`src/rtl/er_metric_unit.sv`:
```
// Error-metric accumulator for characterising an approximate adder: compares each
// approximate sum with the exact N-bit sum and gathers ER/MED statistics over a run.
module er_metric_unit #(
    parameter int N     = 16,
    parameter int CNT_W = 32,
    parameter int ACC_W = N + CNT_W
) (
    input  logic             clk,
    input  logic             rst,
    input  logic             start,
    input  logic [CNT_W-1:0] num_samples,
    input  logic             in_valid,
    output logic             in_ready,
    input  logic [N-1:0]     a,
    input  logic [N-1:0]     b,
    input  logic [N-1:0]     approx_sum,
    output logic             busy,
    output logic             done,
    output logic [CNT_W-1:0] sample_count,
    output logic [CNT_W-1:0] err_count,
    output logic [ACC_W-1:0] sum_ed,
    output logic [N-1:0]     max_ed,
    output logic [CNT_W-1:0] zero_exact_count
);

    typedef enum logic [1:0] {
        S_IDLE  = 2'd0,
        S_RUN   = 2'd1,
        S_DRAIN = 2'd2,
        S_DONE  = 2'd3
    } state_t;

    state_t           r_state;
    state_t           w_state_next;
    logic [CNT_W-1:0] r_target;
    logic [CNT_W-1:0] r_sample_count;
    logic             r_s1_valid;
    logic [N-1:0]     r_s1_exact;
    logic [N-1:0]     r_s1_approx;
    logic [CNT_W-1:0] r_err_count;
    logic [ACC_W-1:0] r_sum_ed;
    logic [N-1:0]     r_max_ed;
    logic [CNT_W-1:0] r_zero_count;

    logic             w_start_ok;
    logic             w_accept;
    logic             w_in_ready;
    logic [CNT_W-1:0] w_count_inc;
    logic [N-1:0]     w_exact;
    logic [N-1:0]     w_ed;

    // Carry-out is deliberately dropped: the reference is the N-bit wrapped sum.
    assign w_exact     = a + b;
    assign w_start_ok  = start && ((r_state == S_IDLE) || (r_state == S_DONE));
    assign w_in_ready  = (r_state == S_RUN) && (r_sample_count < r_target);
    assign w_accept    = in_valid && w_in_ready;
    assign w_count_inc = r_sample_count + CNT_W'(1);
    assign w_ed        = (r_s1_approx >= r_s1_exact) ? (r_s1_approx - r_s1_exact)
                                                     : (r_s1_exact - r_s1_approx);

    always_comb begin
        w_state_next = r_state;
        case (r_state)
            S_IDLE, S_DONE: begin
                if (start) begin
                    w_state_next = (num_samples != '0) ? S_RUN : S_DONE;
                end
            end
            S_RUN: begin
                if (w_accept && (w_count_inc == r_target)) begin
                    w_state_next = S_DRAIN;
                end
            end
            S_DRAIN: begin
                // Stage 1 empties one edge after the last accept; leave once stage 2 has used it.
                if (!r_s1_valid) begin
                    w_state_next = S_DONE;
                end
            end
            default: w_state_next = S_IDLE;
        endcase
    end

    always_ff @(posedge clk or posedge rst) begin
        if (rst) begin
            r_state        <= S_IDLE;
            r_target       <= '0;
            r_sample_count <= '0;
            r_s1_valid     <= 1'b0;
            r_s1_exact     <= '0;
            r_s1_approx    <= '0;
        end else begin
            r_state    <= w_state_next;
            r_s1_valid <= w_accept;
            if (w_start_ok) begin
                r_target       <= num_samples;
                r_sample_count <= '0;
            end else if (w_accept) begin
                r_sample_count <= w_count_inc;
            end
            if (w_accept) begin
                r_s1_exact  <= w_exact;
                r_s1_approx <= approx_sum;
            end
        end
    end

    always_ff @(posedge clk or posedge rst) begin
        if (rst) begin
            r_err_count  <= '0;
            r_sum_ed     <= '0;
            r_max_ed     <= '0;
            r_zero_count <= '0;
        end else if (w_start_ok) begin
            r_err_count  <= '0;
            r_sum_ed     <= '0;
            r_max_ed     <= '0;
            r_zero_count <= '0;
        end else if (r_s1_valid) begin
            if (w_ed != '0) begin
                r_err_count <= r_err_count + CNT_W'(1);
            end
            r_sum_ed <= r_sum_ed + ACC_W'(w_ed);
            if (w_ed > r_max_ed) begin
                r_max_ed <= w_ed;
            end
            if (r_s1_exact == '0) begin
                r_zero_count <= r_zero_count + CNT_W'(1);
            end
        end
    end

    assign in_ready         = w_in_ready;
    assign busy             = (r_state == S_RUN) || (r_state == S_DRAIN);
    assign done             = (r_state == S_DONE);
    assign sample_count     = r_sample_count;
    assign err_count        = r_err_count;
    assign sum_ed           = r_sum_ed;
    assign max_ed           = r_max_ed;
    assign zero_exact_count = r_zero_count;

endmodule

```
`config.mk`:
```
export PLATFORM = sky130hd
export DESIGN_NAME = er_metric_unit
export DESIGN_NICKNAME = d
export VERILOG_FILES = /design/src/rtl/er_metric_unit.sv
export SDC_FILE = /design/constraint.sdc
export NUM_CORES = 1
export LEC_CHECK = 0
export ABC_AREA = 1
export CAP_MARGIN = 20
export CORE_MARGIN = 5
export CORE_UTILIZATION = 55
export CTS_BUF_LIST = sky130_fd_sc_hd__clkbuf_16
export CTS_CLUSTER_DIAMETER = 30
export DETAILED_ROUTE_END_ITERATION = 8
export PLACE_DENSITY = 0.81
export SYNTH_ARGS = -nofsm -noshare
export SYNTH_HDL_FRONTEND = slang
export SYNTH_SLANG_ARGS = --single-unit
```
`constraint.sdc`:
```
create_clock -name clk -period 8.2 [get_ports clk]
set_clock_uncertainty 0.05 [all_clocks]
set_input_delay 1.23 -clock clk [delete_from_list [all_inputs] [get_ports clk]]
set_output_delay 1.23 -clock clk [all_outputs]
set_load 0.05 [all_outputs]
```
==> flow_summary_export.csv, run 1 <==
group,metric,value,unit
timing,finalCritPeriodShare,57.55,%
clocking,postCtsResizedCells,0,
finish,area_growth,27.84,%
synthesis,async_reset_ff_share,100.0,%
worst_setup_path,cp.arrival,5.10,ns
clocking,path_clk_slew,0.05,ns
synthesis,synth_edf_count,0,
drt,ant_nets,0,
synthesis,synth_area_leader_cell,"dfrtp_1",
timing,relSlewSlack,30.31,%
clocking,ctsHoldBuffers,0,
worst_setup_path,critPathCapture,"sum_ed[23]$_DFFE_PP0P_",
clocking,post_cts_buffers,0,
finish,drive_gt1_share,4.590,%
synthesis,syn_avg_cell_area,6.891,um2
worst_setup_path,setup.worst_path.end_class,"register",
drt,num_vias,18140,
synthesis,synth-main-ff-cell,"dfrtp_1",
drt,wl_met3,4675,um
clocking,cts_buffer_depth,3,
run,drv_cap,0,
drt,drt_iter0_drc,1592,
timing,setup_viol,0,
timing,worst_pin_slew,1.045,ns
clocking,htreeDepth,2,
worst_hold_path,hold_class,"reg -> reg",
grt,grt_pass1_wl,90550,um
pwr,leakagePower,10.03,nW
timing,slew_viol_final,0,
drt,drc,0,
clocking,insertion_delay,0.56,ns
finish,nNetsFinal,2909,
clocking,cts.sinks,227,
clocking,cts_tree,"built",
floorplanning,die_h,184.9,um
grt,grt_pass1_vias,17690,
floorplanning,rows,64,
floorplanning,die-area,0.03417,mm2
synthesis,synth_area_leaders,"dfrtp_1 (34%), nand2_1 (15%), ha_1 (8.9%)",
worst_hold_path,worstHoldStart,"sum_ed[33]$_DFFE_PP0P_",
drt,routed.top_layer,"met4",
drt,wl_met2,26030,um
pwr,pwr_density_cell,418.3,mW/mm2
grt,grt_overflow,0,
worst_setup_path,regToRegSetupSlack,3.48,ns
floorplanning,die_w,184.9,um
worst_setup_path,crit_required,8.58,ns
timing,min_period,4.719,ns
floorplanning,io_pins,247,
grt,grt_max_degree,116,
clocking,cts_buffers,53,
synthesis,synthCells,2440,
timing,finalSetupTns,0,ns
drt,post_drt_wl_per_cell,17.90,um
timing,final.setup.worst_slack,3.481,ns
pwr,ir_drop,0.2575,mV
place,place.gp.congestion,1.014,
clocking,cts-root-buf,"clkbuf_16",
timing,max_freq,211.9,MHz
place,pre_cts_ws,3.573,ns
place,hpwlAfterDp,42480,um
floorplanning,coreArea,0.03035,mm2
synthesis,synth-seq-cells,227,
worst_setup_path,crit_path_start,"r_s1_exact[9]$_DFFE_PP0P_",
drt,drt-pass1-iter-count,6,
worst_setup_path,regToRegEndpoint,"sum_ed[23]$_DFFE_PP0P_",
pwr,finalPower,0.008991,W
status,status,"finished clean",
worst_setup_path,crit_type,"reg -> reg",
synthesis,synth_top_area_share,33.78,%
place,io_buffers,246,
drt,wl_met1,22960,um
finish,fin_util,70.83,%
finish,antenna_cells,0,
drt,routed_wirelength,56230,um
worst_setup_path,cp-start-kind,"register",
synthesis,ys_warn_count,0,
worst_setup_path,crit_path_max_fanout,16,
synthesis,seq_area_frac_synth,33.78,%
grt,grt_usage,32.54,%
synthesis,synth_nets,2647,
floorplanning,start_util,55.40,%
grt,antenna_found_initial,0,
finish,fill_cells,2511,
worst_setup_path,r2r_cells,23,
drt,vias_per_cell,5.774,
timing,rsz0062_at_grt,"no",
worst_setup_path,rr_startpoint,"r_s1_exact[9]$_DFFE_PP0P_",
timing,hold_viol,0,
synthesis,synth_area,0.01681,mm2
synthesis,ys_types,52,
[placed cells by master, fill, tap and decap left out, drive strengths merged, types with 4 or more instances in the layout]
cell type / n
dfrtp: 227
o21a: 7
nand3: 181
fa: 4
ha: 119
nor3: 60
xnor2: 12
o21bai: 7
xor2: 42
a21oi: 142
inv: 322
xnor3: 5
buf: 12
nand4: 49
clkinvlp: 5
nand3b: 4
nor3b: 5
bufinv: 7
nand2: 693
o31ai: 8
clkinv: 19
a31oi: 7
o22ai: 43
and2: 6
clkdlybuf4s50: 246
nor4: 23
o21ai: 175
nor2: 237
clkbuf: 55
[flip-flops by register name, indices dropped and copies added (netlist names)]
signal            cells
max_ed               16
r_target             32
r_s1_valid            1
r_s1_exact           16
sample_count         32
err_count            32
sum_ed               48
r_state               2
r_s1_approx          16
zero_exact_count     32
[area by class of cell]
class | count | area, um2 | area share (%)
Multi-Input combinational cell | 1852 | 9742 | 45.32
Sequential cell | 227 | 5680 | 26.42
Timing Repair Buffer | 258 | 2605 | 12.12
Clock buffer | 55 | 1376 | 6.402
Inverter | 310 | 1172 | 5.454
Tap cell | 396 | 495.5 | 2.305
Clock inverter | 43 | 425.4 | 1.979
[cell usage after synthesis (8+ instances only)]
master,count
ha_1,119
clkbuf_1,35
o31ai_1,8
inv_1,306
xnor2_1,12
nor4_1,23
nor3_1,60
o22ai_1,43
a21oi_1,140
xor2_1,42
nor2_1,229
nand4_1,49
nand3_1,181
nand2_1,686
o21ai_0,167
dfrtp_1,227
[power breakdown]
part,switching (W),internal (W),total (W)
registers,0.000185,0.00136,0.00155
logic,0.00363,0.00170,0.00533
clock network,0.000685,0.00143,0.00212
total,0.00450,0.00450,0.00899
[metrics by stage]
stage,std cells,area (um2),hold WS (ns)
3_3_place_gp,3040,19620,0.4163
5_1_grt,3141,21500,0.4663
2_1_floorplan,2440,16810,0.3959
6_report,3141,21500,0.4455
4_1_cts,3140,21480,0.4429
3_5_place_dp,3042,19680,0.4351
[kinds of logic (layout without fill, tap and decap cells)]
logic type | after synthesis | count (layout) | synth area share [%]
buffers and inverters | 361 | 666 | 8.341
xor gates and xnor gates | 59 | 59 | 3.482
adders and majority gates | 123 | 123 | 9.331
and+or+nand+nor | 1265 | 1265 | 31.83
DFF | 227 | 227 | 33.78
AOI/OAI and AO/OA | 405 | 405 | 13.24
[layer usage]
| layer | vias up | GRT usage, % |
|---|---|---|
| met5 | - | 0 |
| met4 | 0 | 13.86 |
| met3 | 166 | 5.185 |
| met2 | 877 | 53.37 |
| met1 | 8475 | 43.01 |
| li1 | 8617 | - |
[worst min path at each step]
stage,endpoint,slack [ns],cells past startpoint
final,sum_ed[33]$_DFFE_PP0P_,0.45,1
after detailed placement,sum_ed[33]$_DFFE_PP0P_,0.44,1
after global routing,r_s1_approx[15]$_DFFE_PP0P_,0.47,2
after global placement,r_s1_approx[15]$_DFFE_PP0P_,0.42,2
after floorplan,r_s1_approx[15]$_DFFE_PP0P_,0.40,2
after CTS,sum_ed[33]$_DFFE_PP0P_,0.44,1
[critical path, cell delays in order (launching register included)]
cell and delay (ns):
dfrtp_1 0.38, inv_1 0.10, ha_1 0.41, a21oi_1 0.26, o21ai_1 0.16, a21oi_4 0.21, nand2_4 0.15, inv_2 0.22
o21ai_1 0.10, nand2_1 0.12, inv_1 0.08, ha_1 0.34, a21oi_1 0.22, nand2_1 0.13, a21oi_1 0.24, o21bai_1 0.17
a21boi_0 0.35, o21ai_0 0.20, nand2_1 0.09, nand2_1 0.25, nand3_1 0.19, nand2_1 0.07, nand2_1 0.06, nor2_1 0.04
Power figures use the tool's default switching activity.
==> run 2: changes to the inputs <==
CORE_UTILIZATION = 51   (was 55)
PLACE_DENSITY = 0.79   (was 0.81)
clock period = 4.2 ns   (was 8.2 ns; I/O delays follow)
==> run 2 against run 1 <==
- clock power increased by 110%
- sequential share of layout area decreased by 0.75 points
- final cell count increased by 2.6%
- first-iteration DRC count increased by 3.8%
- power increased by 110%
- critical path depth decreased by 1
- non-clock buffer count increased by 26
- global-route usage decreased by 2.0 points
- utilization decreased by 2.8 points
==> flow_summary_export.csv, run 2 (synthesis gave the netlist of run 1 again) <==
group,metric,value,unit
pwr,switching_power,0.009203,W
worst_setup_path,cp.arrival,4.41,ns
worst_hold_path,worstHoldStart,"r_target[0]$_DFFE_PP0P_",
grt,grt_util_met2,48.57,%
worst_hold_path,hold_path_depth,2,
worst_setup_path,crit_slowest_cell,"dfrtp_1",
timing,min_period,3.963,ns
pwr,ir_drop,0.5694,mV
floorplanning,rows,66,
place,placed_area,0.01987,mm2
grt,top_usage_layer,"met2",
clocking,cts_buffer_depth,3,
place,io_buffers,246,
finish,nNetsFinal,2940,
status,status,"finished clean",
finish,largest_reg_flops,48,
timing,finalCritPeriodShare,94.35,%
grt,grt_overflow,0,
worst_setup_path,cp-start-kind,"register",
clocking,cts_tree,"built",
finish,final_common_cell,"nand2_1",
timing,hold_viol,0,
pwr,p_seq_share,16.2,%
grt,use_met3,4.998,%
pwr,finalPower,0.01862,W
pwr,pwr_density_cell,841.5,mW/mm2
worst_setup_path,crit_required,4.64,ns
grt,grt_max_degree,188,
clocking,cts.sinks,227,
drt,ant_nets,0,
worst_setup_path,crit_type,"reg -> reg",
timing,worst_pin_slew,1.083,ns
drt,num_vias,18270,
drt,routed_wirelength,56860,um
worst_setup_path,cpMostUsedCell,"nand2_1",
drt,vias_per_cell,5.666,
timing,slew_viol_final,0,
floorplanning,io_pins,247,
worst_setup_path,worstPathCellList,"ha_1 > fa_2 > o21ai_2 > nand2_1 > nand3_1 > nand2_2 > nand2_4 > buf_4 > nand2_1 > nand2_1 > inv_1 > ha_4 > nand2_1 > nor2_2 > nand2_1 > inv_1 > nand4_1 > a31oi_1 > nand4_1 > nor2_1 > o21ai_0 > a21oi_1",
floorplanning,die_h,191.6,um
place,place.gp.congestion,1.040,
floorplanning,die-area,0.03670,mm2
worst_hold_path,min_to,"r_target[0]$_DFFE_PP0P_",
timing,setup_viol,0,
worst_setup_path,path_delay_family,"simple AND/OR/NAND/NOR gates",
worst_setup_path,setup.worst_path.end_class,"register",
drt,drt_iter0_drc,1653,
finish,fin_area,0.02213,mm2
finish,area_growth,31.59,%
grt,antenna_found_initial,0,
floorplanning,start_util,51.68,%
worst_setup_path,regToRegEndpoint,"sum_ed[33]$_DFFE_PP0P_",
pwr,clockPowerShare,23.4,%
worst_setup_path,r2r_cells,22,
clocking,insertion_delay,0.57,ns
timing,relSlewSlack,27.80,%
floorplanning,coreArea,0.03254,mm2
grt,grt_pass1_wl,91020,um
clocking,htreeDepth,2,
finish,antenna_cells,0,
clocking,ctsHoldBuffers,0,
pwr,comb_power_share,60.4,%
grt,grt_usage,30.52,%
drt,drc,0,
finish,mostFrequentLayoutCells,"nand2_1 (675), inv_1 (304), clkdlybuf4s50_1 (246)",
clocking,cts_buffers,58,
grt,grt_pass1_vias,17870,
timing,max_freq,252.4,MHz
worst_setup_path,rr_startpoint,"r_s1_exact[0]$_DFFE_PP0P_",
worst_setup_path,crit_path_max_fanout,9,
place,hpwlAfterDp,43080,um
grt,grtUsageMet1,40.97,%
pwr,leakagePower,10.19,nW
worst_hold_path,hold_class,"reg -> reg",
clocking,path_clk_slew,0.05,ns
run,drv_cap,0,
worst_setup_path,cp_slowest_stage_delay,0.39,ns
pwr,p_int,0.009418,W
drt,post_drt_wl_per_cell,17.64,um
finish,fin_util,68.01,%
floorplanning,die_w,191.6,um
pwr,switching_share,49.42,%
worst_setup_path,crit_buf_inv,3,
clocking,cts-root-buf,"clkbuf_16",
drt,drt-pass1-iter-count,8,
worst_setup_path,regToRegSetupSlack,0.24,ns
finish,drive_gt1_share,7.944,%
-- run 2: how the worst max path moves through the flow --
stage / startpoint / to / slack, ns / depth (start not counted)
2_1_floorplan: r_s1_exact[0]$_DFFE_PP0P_ / sum_ed[35]$_DFFE_PP0P_ / 0.34 / 26
3_3_place_gp: r_s1_exact[9]$_DFFE_PP0P_ / sum_ed[23]$_DFFE_PP0P_ / 0.07 / 23
3_5_place_dp: r_s1_exact[9]$_DFFE_PP0P_ / sum_ed[23]$_DFFE_PP0P_ / -0.12 / 23
4_1_cts: r_s1_exact[7]$_DFFE_PP0P_ / sum_ed[44]$_DFFE_PP0P_ / 0.07 / 23
5_1_grt: r_s1_approx[0]$_DFFE_PP0P_ / sum_ed[23]$_DFFE_PP0P_ / -0.04 / 24
6_report: r_s1_exact[0]$_DFFE_PP0P_ / sum_ed[33]$_DFFE_PP0P_ / 0.24 / 22
-- run 2: timing repair --
action / 4_1_cts / 5_1_grt
pin swaps: 0 / 6
setup endpoints to repair: 10 / 53
resized for setup: 6 / 58
buffers inserted: 0 / 3
-- run 2: layout make-up --
| cell class | instances | area (um2) |
|---|---|---|
| fill | 2781 | 10410 |
| multi-input combinational | 1852 | 9993 |
| sequential | 227 | 5682 |
| timing repair buffer | 284 | 2780 |
| clock buffer | 58 | 1451 |
| inverter | 310 | 1174 |
| tap | 442 | 553.0 |
| clock inverter | 51 | 494.2 |
-- run 2: stage by stage --
stage	TNS [ns]	setup slack (ns)	hold slack [ns]	std cells
2_1_floorplan	0	0.3409	0.3959	2440
3_3_place_gp	0	0.06616	0.4141	3111
3_5_place_dp	-0.6275	-0.1211	0.4291	3111
4_1_cts	0	0.06680	0.4403	3220
5_1_grt	-0.07905	-0.04170	0.4812	3224
6_report	0	0.2374	0.4415	3224
-- run 2: tightest hold or removal path: cells and delay by family (launching register included) --
kind	cells	cell delay, ns
flip-flops	1	0.35
AND/OR/NAND/NOR	2	0.11
-- run 2: layer usage --
metal	wire, um	vias to the layer above
li1	-	8668
met1	23550	8525
met2	25760	910
met3	4764	165
met4	2786	0
met5	0	-
-- run 2: power groups by stage --
stage | logic, W | registers (W) | clock network, W
3_3_place_gp | 0.0101 | 0.00299 | 0
4_1_cts | 0.0104 | 0.00299 | 0.00440
6_report | 0.0112 | 0.00301 | 0.00437
2_1_floorplan | 0.00701 | 0.00332 | 0
5_1_grt | 0.0124 | 0.00307 | 0.00454
3_5_place_dp | 0.0103 | 0.00301 | 0
==> run 3: changes to the inputs <==
CORE_UTILIZATION = 55   (was 51)
PLACE_DENSITY = 0.81   (was 0.79)
clock period = 3.9 ns   (was 4.2 ns; I/O delays follow)
==> run 3 against run 2 <==
- combinational power is 28% higher
- first-iteration DRC count is 11% higher
- non-clock buffer count is 50 higher
- cell area is 3.4% higher
- utilization is 7.4 points higher
- critical endpoint is now in_ready
- highest routed layer unchanged
==> flow_summary_export.csv, run 3 (synthesis gave the netlist of run 1 again) <==
group,metric,value,unit
drt,num_vias,18860,
pwr,leakagePower,10.56,nW
worst_hold_path,hold_class,"reg -> reg",
worst_setup_path,crit_required,3.26,ns
clocking,insertion_delay,0.59,ns
clocking,cts_buffers,57,
timing,rsz0062_at_grt,"yes",
drt,vias_per_cell,5.844,
floorplanning,rows,64,
pwr,pwr_density_cell,982.6,mW/mm2
timing,relSlewSlack,29.15,%
drt,routed_wirelength,59860,um
pwr,clockPowerShare,22.0,%
drt,post_drt_wl_per_cell,18.55,um
drt,drc,0,
timing,slew_viol_final,0,
worst_setup_path,cp-start-kind,"register",
finish,fill_cells,2340,
finish,mostFrequentLayoutCells,"nand2_1 (658), inv_1 (304), clkdlybuf4s50_1 (246)",
run,drv_cap,0,
pwr,ir_drop,0.5417,mV
place,io_buffers,246,
status,status,"finished clean",
pwr,switching_share,48.04,%
pwr,p_seq_share,14.4,%
place,place.gp.congestion,0.9988,
finish,nNetsFinal,2989,
grt,antenna_found_initial,0,
drt,drt-pass1-iter-count,8,
pwr,switching_power,0.01080,W
worst_setup_path,worstPathCellList,"ha_1 > nand2_1 > nor2_1 > nand2_1 > nor4b_1 > nand2_1 > nand3_1 > inv_1 > clkdlybuf4s50_1",
timing,setup_viol,0,
pwr,p_int,0.01168,W
clocking,cts.sinks,227,
clocking,ctsHoldBuffers,0,
grt,grt_overflow,0,
clocking,cts-root-buf,"clkbuf_16",
floorplanning,io_pins,247,
floorplanning,coreArea,0.03035,mm2
worst_setup_path,crit_type,"reg -> out",
clocking,cts_tree,"built",
pwr,comb_power_share,63.5,%
worst_setup_path,setup.worst_path.end_class,"output pin",
worst_setup_path,cpMostUsedCell,"nand2_1",
worst_setup_path,crit_slowest_cell,"clkdlybuf4s50_1",
worst_setup_path,cp_slowest_stage_delay,0.70,ns
worst_setup_path,crit_path_max_fanout,8,
finish,largest_reg_flops,48,
finish,final_common_cell,"nand2_1",
floorplanning,die-area,0.03417,mm2
floorplanning,die_h,184.9,um
place,hpwlAfterDp,44790,um
worst_setup_path,regToRegSetupSlack,0.13,ns
place,dp.cells,3114,
drt,ant_nets,0,
timing,max_freq,265.1,MHz
finish,area_growth,36.10,%
finish,finalNonFillerCells,3227,
clocking,cts_buffer_depth,3,
timing,worst_pin_slew,1.063,ns
grt,grt_pass1_vias,18140,
grt,grt_usage,33.68,%
floorplanning,die_w,184.9,um
drt,drt_iter0_drc,1829,
timing,finalCritPeriodShare,96.73,%
finish,fin_util,75.41,%
grt,grt_pass1_wl,93280,um
clocking,path_clk_slew,0.04,ns
worst_setup_path,cp.arrival,3.14,ns
finish,drive_gt1_share,11.41,%
floorplanning,start_util,55.40,%
grt,grt_max_degree,100,
clocking,htreeDepth,2,
finish,regArea,0.005682,mm2
timing,hold_viol,0,
timing,min_period,3.773,ns
finish,antenna_cells,0,
finish,multi_input_area,0.01031,mm2
timing,finalSetupTns,0,ns
[run 3: worst paths after layout]
kind,startpoint,end,cells past startpoint
hold reg to reg,r_s1_exact[15]$_DFFE_PP0P_,r_s1_exact[15]$_DFFE_PP0P_,2
setup / recovery,sample_count[26]$_DFFE_PP0P_,in_ready,9
hold / removal,r_s1_exact[15]$_DFFE_PP0P_,r_s1_exact[15]$_DFFE_PP0P_,2
setup reg to reg,r_s1_approx[0]$_DFFE_PP0P_,sum_ed[33]$_DFFE_PP0P_,25
max in group asynchronous,rst,sample_count[26]$_DFFE_PP0P_,3
min in group asynchronous,rst,max_ed[14]$_DFFE_PP0P_,2
[run 3: area by class of cell]
type	instances	area share (%)
Clock inverter	51	2.712
Clock buffer	57	6.233
Timing Repair Buffer	334	13.91
Sequential cell	227	24.83
Tap cell	396	2.165
Multi-Input combinational cell	1852	45.03
Inverter	310	5.117
[run 3: metrics by stage]
| stage | cell area (um2) | total power (W) | setup WS, ns | hold WS [ns] |
|---|---|---|---|---|
| after CTS | 22400 | 0.02085 | 0.01723 | 0.4359 |
| after global placement | 20220 | 0.01519 | -0.1171 | 0.4195 |
| final | 22890 | 0.02249 | 0.1275 | 0.4375 |
| after global routing | 22890 | 0.02398 | -0.06707 | 0.4778 |
| after floorplan | 16820 | 0.01113 | 0.04090 | 0.3959 |
| after detailed placement | 20220 | 0.01540 | -0.1547 | 0.4255 |
[run 3: routing by layer]
metal | global-route usage [%] | up-vias | share of wire [%]
li1 | - | 8771 | -
met1 | 44.14 | 8883 | 40
met2 | 55.15 | 1004 | 46
met3 | 5.636 | 201 | 9.0
met4 | 14.94 | 0 | 5.0
met5 | 0 | - | 0
[run 3: critical path: cells and delay by family (launching register included)]
kind	cells	cell delay, ns
and+or+nand+nor	6	0.99
buffers and inverters	2	0.76
DFF	1	0.47
adders and majority gates	1	0.33
[run 3: timing repair]
item | CTS | global route
hold endpoints to repair | 0 | 0
setup buffers | 1 | 4
gates resized for setup | 23 | 123
pin swaps | 4 | 21
cloned | 0 | 0
setup endpoints to repair | 25 | 55
[run 3: power groups by stage]
stage / Combinational [W] / Sequential, W / Clock, W
final: 0.0143 / 0.00325 / 0.00496
after global placement: 0.0120 / 0.00320 / 0
after detailed placement: 0.0122 / 0.00323 / 0
after CTS: 0.0126 / 0.00321 / 0.00499
after floorplan: 0.00755 / 0.00358 / 0
after global routing: 0.0155 / 0.00330 / 0.00513
==> variant 1 (config.mk and constraints of run 3) <==
Set the parameter `CNT_W` to 28 (it was 32).
--- a/src/rtl/er_metric_unit.sv
+++ b/src/rtl/er_metric_unit.sv
@@ -4,3 +4,3 @@
     parameter int N     = 16,
-    parameter int CNT_W = 32,
+    parameter int CNT_W = 28,
     parameter int ACC_W = N + CNT_W
Interface: changed (5 resized); port bits go from 247 to 227. No check against the original RTL was run, so the function may have changed too.
==> variant 1 against run 3 <==
- routed wire length fell by 19%
- sequential share of layout area fell by 0.15 points
- total power fell by 7.2%
- synthesized area fell by 7.9%
- design area fell by 8.3%
- setup slack improved by 0.019 ns
- sequential cell count fell by 20
- synthesized cell count fell by 8.9%
- die area fell by 7.5%
- critical endpoint is now sum_ed[39]
- largest cell class unchanged
==> variant 1: results (changes against run 3) <==
result of the run=finished, final reports clean (unchanged); class of the tightest hold or removal check=input port to async pin (was flip-flop to flip-flop); via count of the first global-routing pass=16.3k (was 18.1k); number of search-and-repair iterations in the first detailed-routing pass=6 (was 8); M1 wire length=19900 microns (was 23800 microns); final weighted congestion in routability-driven placement=0.956 (was 0.999); antenna violations before repair=1 (was 0); top post-synthesis cells by area=sky130_fd_sc_hd__dfrtp_1 33%, sky130_fd_sc_hd__nand2_1 15%, sky130_fd_sc_hd__ha_1 9.2% (was sky130_fd_sc_hd__dfrtp_1 34%, sky130_fd_sc_hd__nand2_1 15%, sky130_fd_sc_hd__ha_1 8.9%); Post-Layout Cell Count=2968 (was 3227); largest net degree at the start of global routing=117 (was 100); data arrival time of the critical path=4.16 ns (was 3.14 ns); number of distinct standard cells referenced by the synthesized netlist=57 (was 52); maximum fanout encountered on the critical timing path=6 (was 8); Detailed Route Iter0 Violations=1538 (was 1829); number of cells on the worst reg-to-reg path=21 (was 25); post-placement worst setup slack=-0.126 ns (was -0.155 ns); met3 routed wirelength=3820 microns (was 5410 microns); wire length of the first global-routing pass=77800 microns (was 93300 microns); switching component of the power=9800 uW (was 10800 uW); number of buffers added by the clock tree synthesis step=54 (was 57); Slowest cell on crit path=sky130_fd_sc_hd__fa_2 (was sky130_fd_sc_hd__clkdlybuf4s50_1); syn nets=2421 (was 2647); filler cell count=2171 (was 2340); total track usage=29.8% (was 33.7%); static leakage power=0.00977 uW (was 0.0106 uW); half-perimeter wire length of the detailed placement result=35600 microns (was 44800 microns); peak ir drop on the vdd network=1100 uV (was 542 uV); placed cells=2856 (was 3114); final-stage net count=2745 (was 2989); highest cell delay on the worst timing path=0.42 ns (was 0.70 ns); max reg flops=44 (was 48); launch point of the worst reg-to-reg path=r_s1_exact[0] (was r_s1_approx[0]); number of instances in the synthesized netlist=2223 (was 2440)
-- variant 1: cell count changes after synthesis, moves of 20 or more --
cell | before | now
sky130_fd_sc_hd__nor2_1 | 229 | 184
sky130_fd_sc_hd__inv_1 | 306 | 280
sky130_fd_sc_hd__nand2_1 | 686 | 639
sky130_fd_sc_hd__dfrtp_1 | 227 | 207
sky130_fd_sc_hd__nand3_1 | 181 | 153
sky130_fd_sc_hd__o22ai_1 | 43 | 18
sky130_fd_sc_hd__nand3_2 | 0 | 23
-- variant 1: layout make-up --
| cell class | instances | share of cell area (%) |
|---|---|---|
| Multi-Input combinational cell | 1686 | 44.5 |
| Sequential cell | 207 | 24.7 |
| Timing Repair Buffer | 313 | 14.1 |
| Clock buffer | 54 | 6.44 |
| Inverter | 285 | 5.12 |
| Clock inverter | 45 | 2.87 |
| Tap cell | 378 | 2.25 |
-- variant 1: repair_timing --
action | 4_1_cts | 5_1_grt
hold buffers | 0 | 0
gates cloned | 0 | 3
pin swaps | 1 | 13
buffers inserted | 1 | 8
gates resized for setup | 4 | 95
endpoints found under the setup margin | 11 | 47
-- variant 1: logic make-up after synthesis --
family | synth area share (%)
xor gates and xnor gates | 2.86
AOI/OAI and AO/OA | 12.9
and+or+nand+nor | 32.5
DFF | 33.4
adders and majority gates | 9.72
buffers and inverters | 8.60
-- variant 1: power groups by stage --
stage | logic [uW] | clock network (uW) | registers, uW
after floorplan | 7440 | 0 | 3360
after global placement | 11200 | 0 | 2990
after detailed placement | 11400 | 0 | 3000
after CTS | 11700 | 4790 | 2980
after global routing | 14500 | 4920 | 3060
final | 13100 | 4750 | 3010
-- variant 1: per-layer routing --
layer,vias up,global-route usage (%)
met5,-,0
met4,2,13.1
met3,162,5.65
met2,704,50.2
met1,7780,37.5
li1,7993,-
-- variant 1: how the worst max path moves through the flow --
stage | to | start
floorplan | sum_ed[18] | r_s1_exact[0]
global placement | sum_ed[31] | r_s1_exact[0]
detailed placement | sum_ed[29] | r_s1_exact[0]
CTS | sum_ed[18] | r_s1_exact[0]
global route | sum_ed[28] | r_s1_exact[4]
finish | sum_ed[39] | r_s1_exact[0]
-- variant 1: per-stage QoR --
stage	TNS (ns)	hold slack, ns
4_1_cts	0	0.361
2_1_floorplan	0	0.396
3_3_place_gp	0	0.429
6_report	0	0.367
5_1_grt	-1.05	0.405
3_5_place_dp	-0.612	0.444
==> variant 2 (flow settings as in run 3) <==
Without the edit above. Put one more register stage on the output `sample_count`, without a reset. The value now appears one clock later. The other outputs are not delayed to match.
--- a/src/rtl/er_metric_unit.sv
+++ b/src/rtl/er_metric_unit.sv
@@ -135,3 +135,5 @@
     assign done             = (r_state == S_DONE);
-    assign sample_count     = r_sample_count;
+    always_ff @(posedge clk) begin
+        sample_count <= r_sample_count;
+    end
     assign err_count        = r_err_count;
Behaviour: not the same (a bounded check fails within 4 cycles, from zero or initial values and one cycle with rst high).
==> variant 2 against run 3 <==
- total power increased by 9.1%
- first-iteration DRC count rose by 0.22%
- synthesized area increased by 4.1%
- design area is 4.5% higher
- routed wire length is 3.5% higher
- die area grew 3.9%
- utilization is 0.57 points higher
- sequential cell count grew 32
- synthesized cell count rose by 2.0%
- final cell count grew 3.7%
- setup slack lost 0.039 ns
==> variant 2: results (changes against run 3) <==
wire length of the first global-routing pass=96300 microns (was 93300 microns); layout overhead on the synthesized area=36.6% (was 36.1%); Clk Tree Root Cell=sky130_fd_sc_hd__clkbuf_16 (unchanged); H-tree depth=2 (unchanged); number of buffers added by the clock tree synthesis step=55 (was 57); placed cells=3221 (was 3114); largest net degree at the start of global routing=74 (was 100); sequential power=3680 uW (was 3250 uW); final weighted congestion in routability-driven placement=1.00 (was 0.999); half-perimeter wire length of the detailed placement result=46000 microns (was 44800 microns); number of distinct standard cells referenced by the synthesized netlist=53 (was 52); clock buffer depth=3 (unchanged); static leakage power=0.0111 uW (was 0.0106 uW); CP delay by family, top=compound AO/OA/AOI/OAI gates (was simple AND/OR/NAND/NOR gates); Detailed Route Iter0 Violations=1833 (was 1829); total track usage=33.3% (was 33.7%); peak ir drop on the vdd network=820 uV (was 542 uV); GR Util met3=6.11% (was 5.64%); top post-synthesis cells by area=sky130_fd_sc_hd__dfrtp_1 32%, sky130_fd_sc_hd__nand2_1 15%, sky130_fd_sc_hd__ha_1 8.5% (was sky130_fd_sc_hd__dfrtp_1 34%, sky130_fd_sc_hd__nand2_1 15%, sky130_fd_sc_hd__ha_1 8.9%); syn nets=2697 (was 2647); via count of the first global-routing pass=18.4k (was 18.1k); # diodes=0 (unchanged); Worst-Skew Late Latency=0.59 ns (about the same); antenna violations before repair=0 (unchanged); result of the run=finished, final reports clean (unchanged); data arrival time of the critical path=4.23 ns (was 3.14 ns); quantity of I/O buffers inserted on ports=246 (unchanged); number of instances in the synthesized netlist=2490 (was 2440); post-placement worst setup slack=-0.193 ns (was -0.155 ns); Post-Layout Cell Count=3346 (was 3227); number of search-and-repair iterations in the first detailed-routing pass=6 (was 8); final-stage net count=3104 (was 2989); Slowest cell on crit path=sky130_fd_sc_hd__dfrtp_1 (was sky130_fd_sc_hd__clkdlybuf4s50_1); met1 demand-to-capacity share in global routing=43.4% (was 44.1%); filler cell count=2390 (was 2340); Synth Warn #=0 (unchanged); sequential element share of the synthesized area=36.1% (was 33.8%); slew of the pin with the lowest slew margin=1.04 ns (was 1.06 ns); Routed Wire Length=62000 microns (was 59900 microns); Final Critical Period=3.81 ns (was 3.77 ns); leading cell types by count after synthesis=720 x sky130_fd_sc_hd__nand2_1, 311 x sky130_fd_sc_hd__inv_1, 227 x sky130_fd_sc_hd__dfrtp_1 (was 686 x sky130_fd_sc_hd__nand2_1, 306 x sky130_fd_sc_hd__inv_1, 229 x sky130_fd_sc_hd__nor2_1); layout cells sized above 1=13.5% (was 11.4%); top flip-flop cell by instance count after synthesis=sky130_fd_sc_hd__dfrtp_1 (unchanged); share of total power in combinational logic=65.9% (was 63.5%); global routing met2 resource utilization=54.0% (was 55.1%); sw frac=47.3% (was 48.0%); class of the tightest hold or removal check=flip-flop to flip-flop (unchanged); max reg flops=48 (unchanged); maximum fanout encountered on the critical timing path=5 (was 8); post-CTS clock slew at the launch and capture registers of the worst setup and hold paths=0.05 ns; via count=19.1k (was 18.9k); proportion of register bits with asynchronous set or reset after synthesis=87.6% (was 100%); highest cell delay on the worst timing path=0.38 ns (was 0.70 ns)
[variant 2: routing by layer]
| metal | vias up | part of all wire [%] |
|---|---|---|
| li1 | 9042 | - |
| met2 | 942 | 47 |
| met4 | 0 | 5.0 |
| met3 | 181 | 7.5 |
| met1 | 8957 | 41 |
| met5 | - | 0 |
[variant 2: cells by family after synthesis]
logic type / synth area share, %
AO/OA/AOI/OAI: 12.4
XOR/XNOR: 3.18
adder cells (fa/ha/maj): 8.96
buffers and inverters: 8.21
flip-flops: 36.1
AND/OR/NAND/NOR: 31.1
[variant 2: final timing paths]
check,slack (ns),from,cells past startpoint,endpoint
max in group asynchronous,2.41,rst,3,r_s1_exact[1]
min in group asynchronous,0.41,rst,2,err_count[0]
max,0.09,r_s1_exact[6],25,sum_ed[30]
min,0.38,r_sample_count[0],0,sample_count[0]
max reg2reg,0.09,r_s1_exact[6],25,sum_ed[30]
min reg2reg,0.38,r_sample_count[0],0,sample_count[0]
[variant 2: what timing repair did]
item	4_1_cts	5_1_grt
hold endpoints to repair	0	0
pin swaps	4	24
setup endpoints to repair	27	58
hold buffers	0	0
resized for setup	16	136
buffers inserted	7	14
[variant 2: cell type report]
type / instances / area, sq um / share of cell area [%]
Multi-Input combinational cell: 1862 / 10400 / 43.3
Sequential cell: 259 / 6320 / 26.4
Timing Repair Buffer: 402 / 3670 / 15.3
Clock buffer: 57 / 1430 / 5.96
Inverter: 317 / 1200 / 5.01
Tap cell: 402 / 503 / 2.10
Clock inverter: 47 / 443 / 1.85
[variant 2: metrics by stage]
stage	hold WS, ns	instance area [sq um]	power (uW)
5_1_grt	0.402	23900	26200
4_1_cts	0.380	23300	22700
3_5_place_dp	0.385	21300	17500
2_1_floorplan	0.342	17500	11900
6_report	0.376	23900	24500
3_3_place_gp	0.357	21300	17400
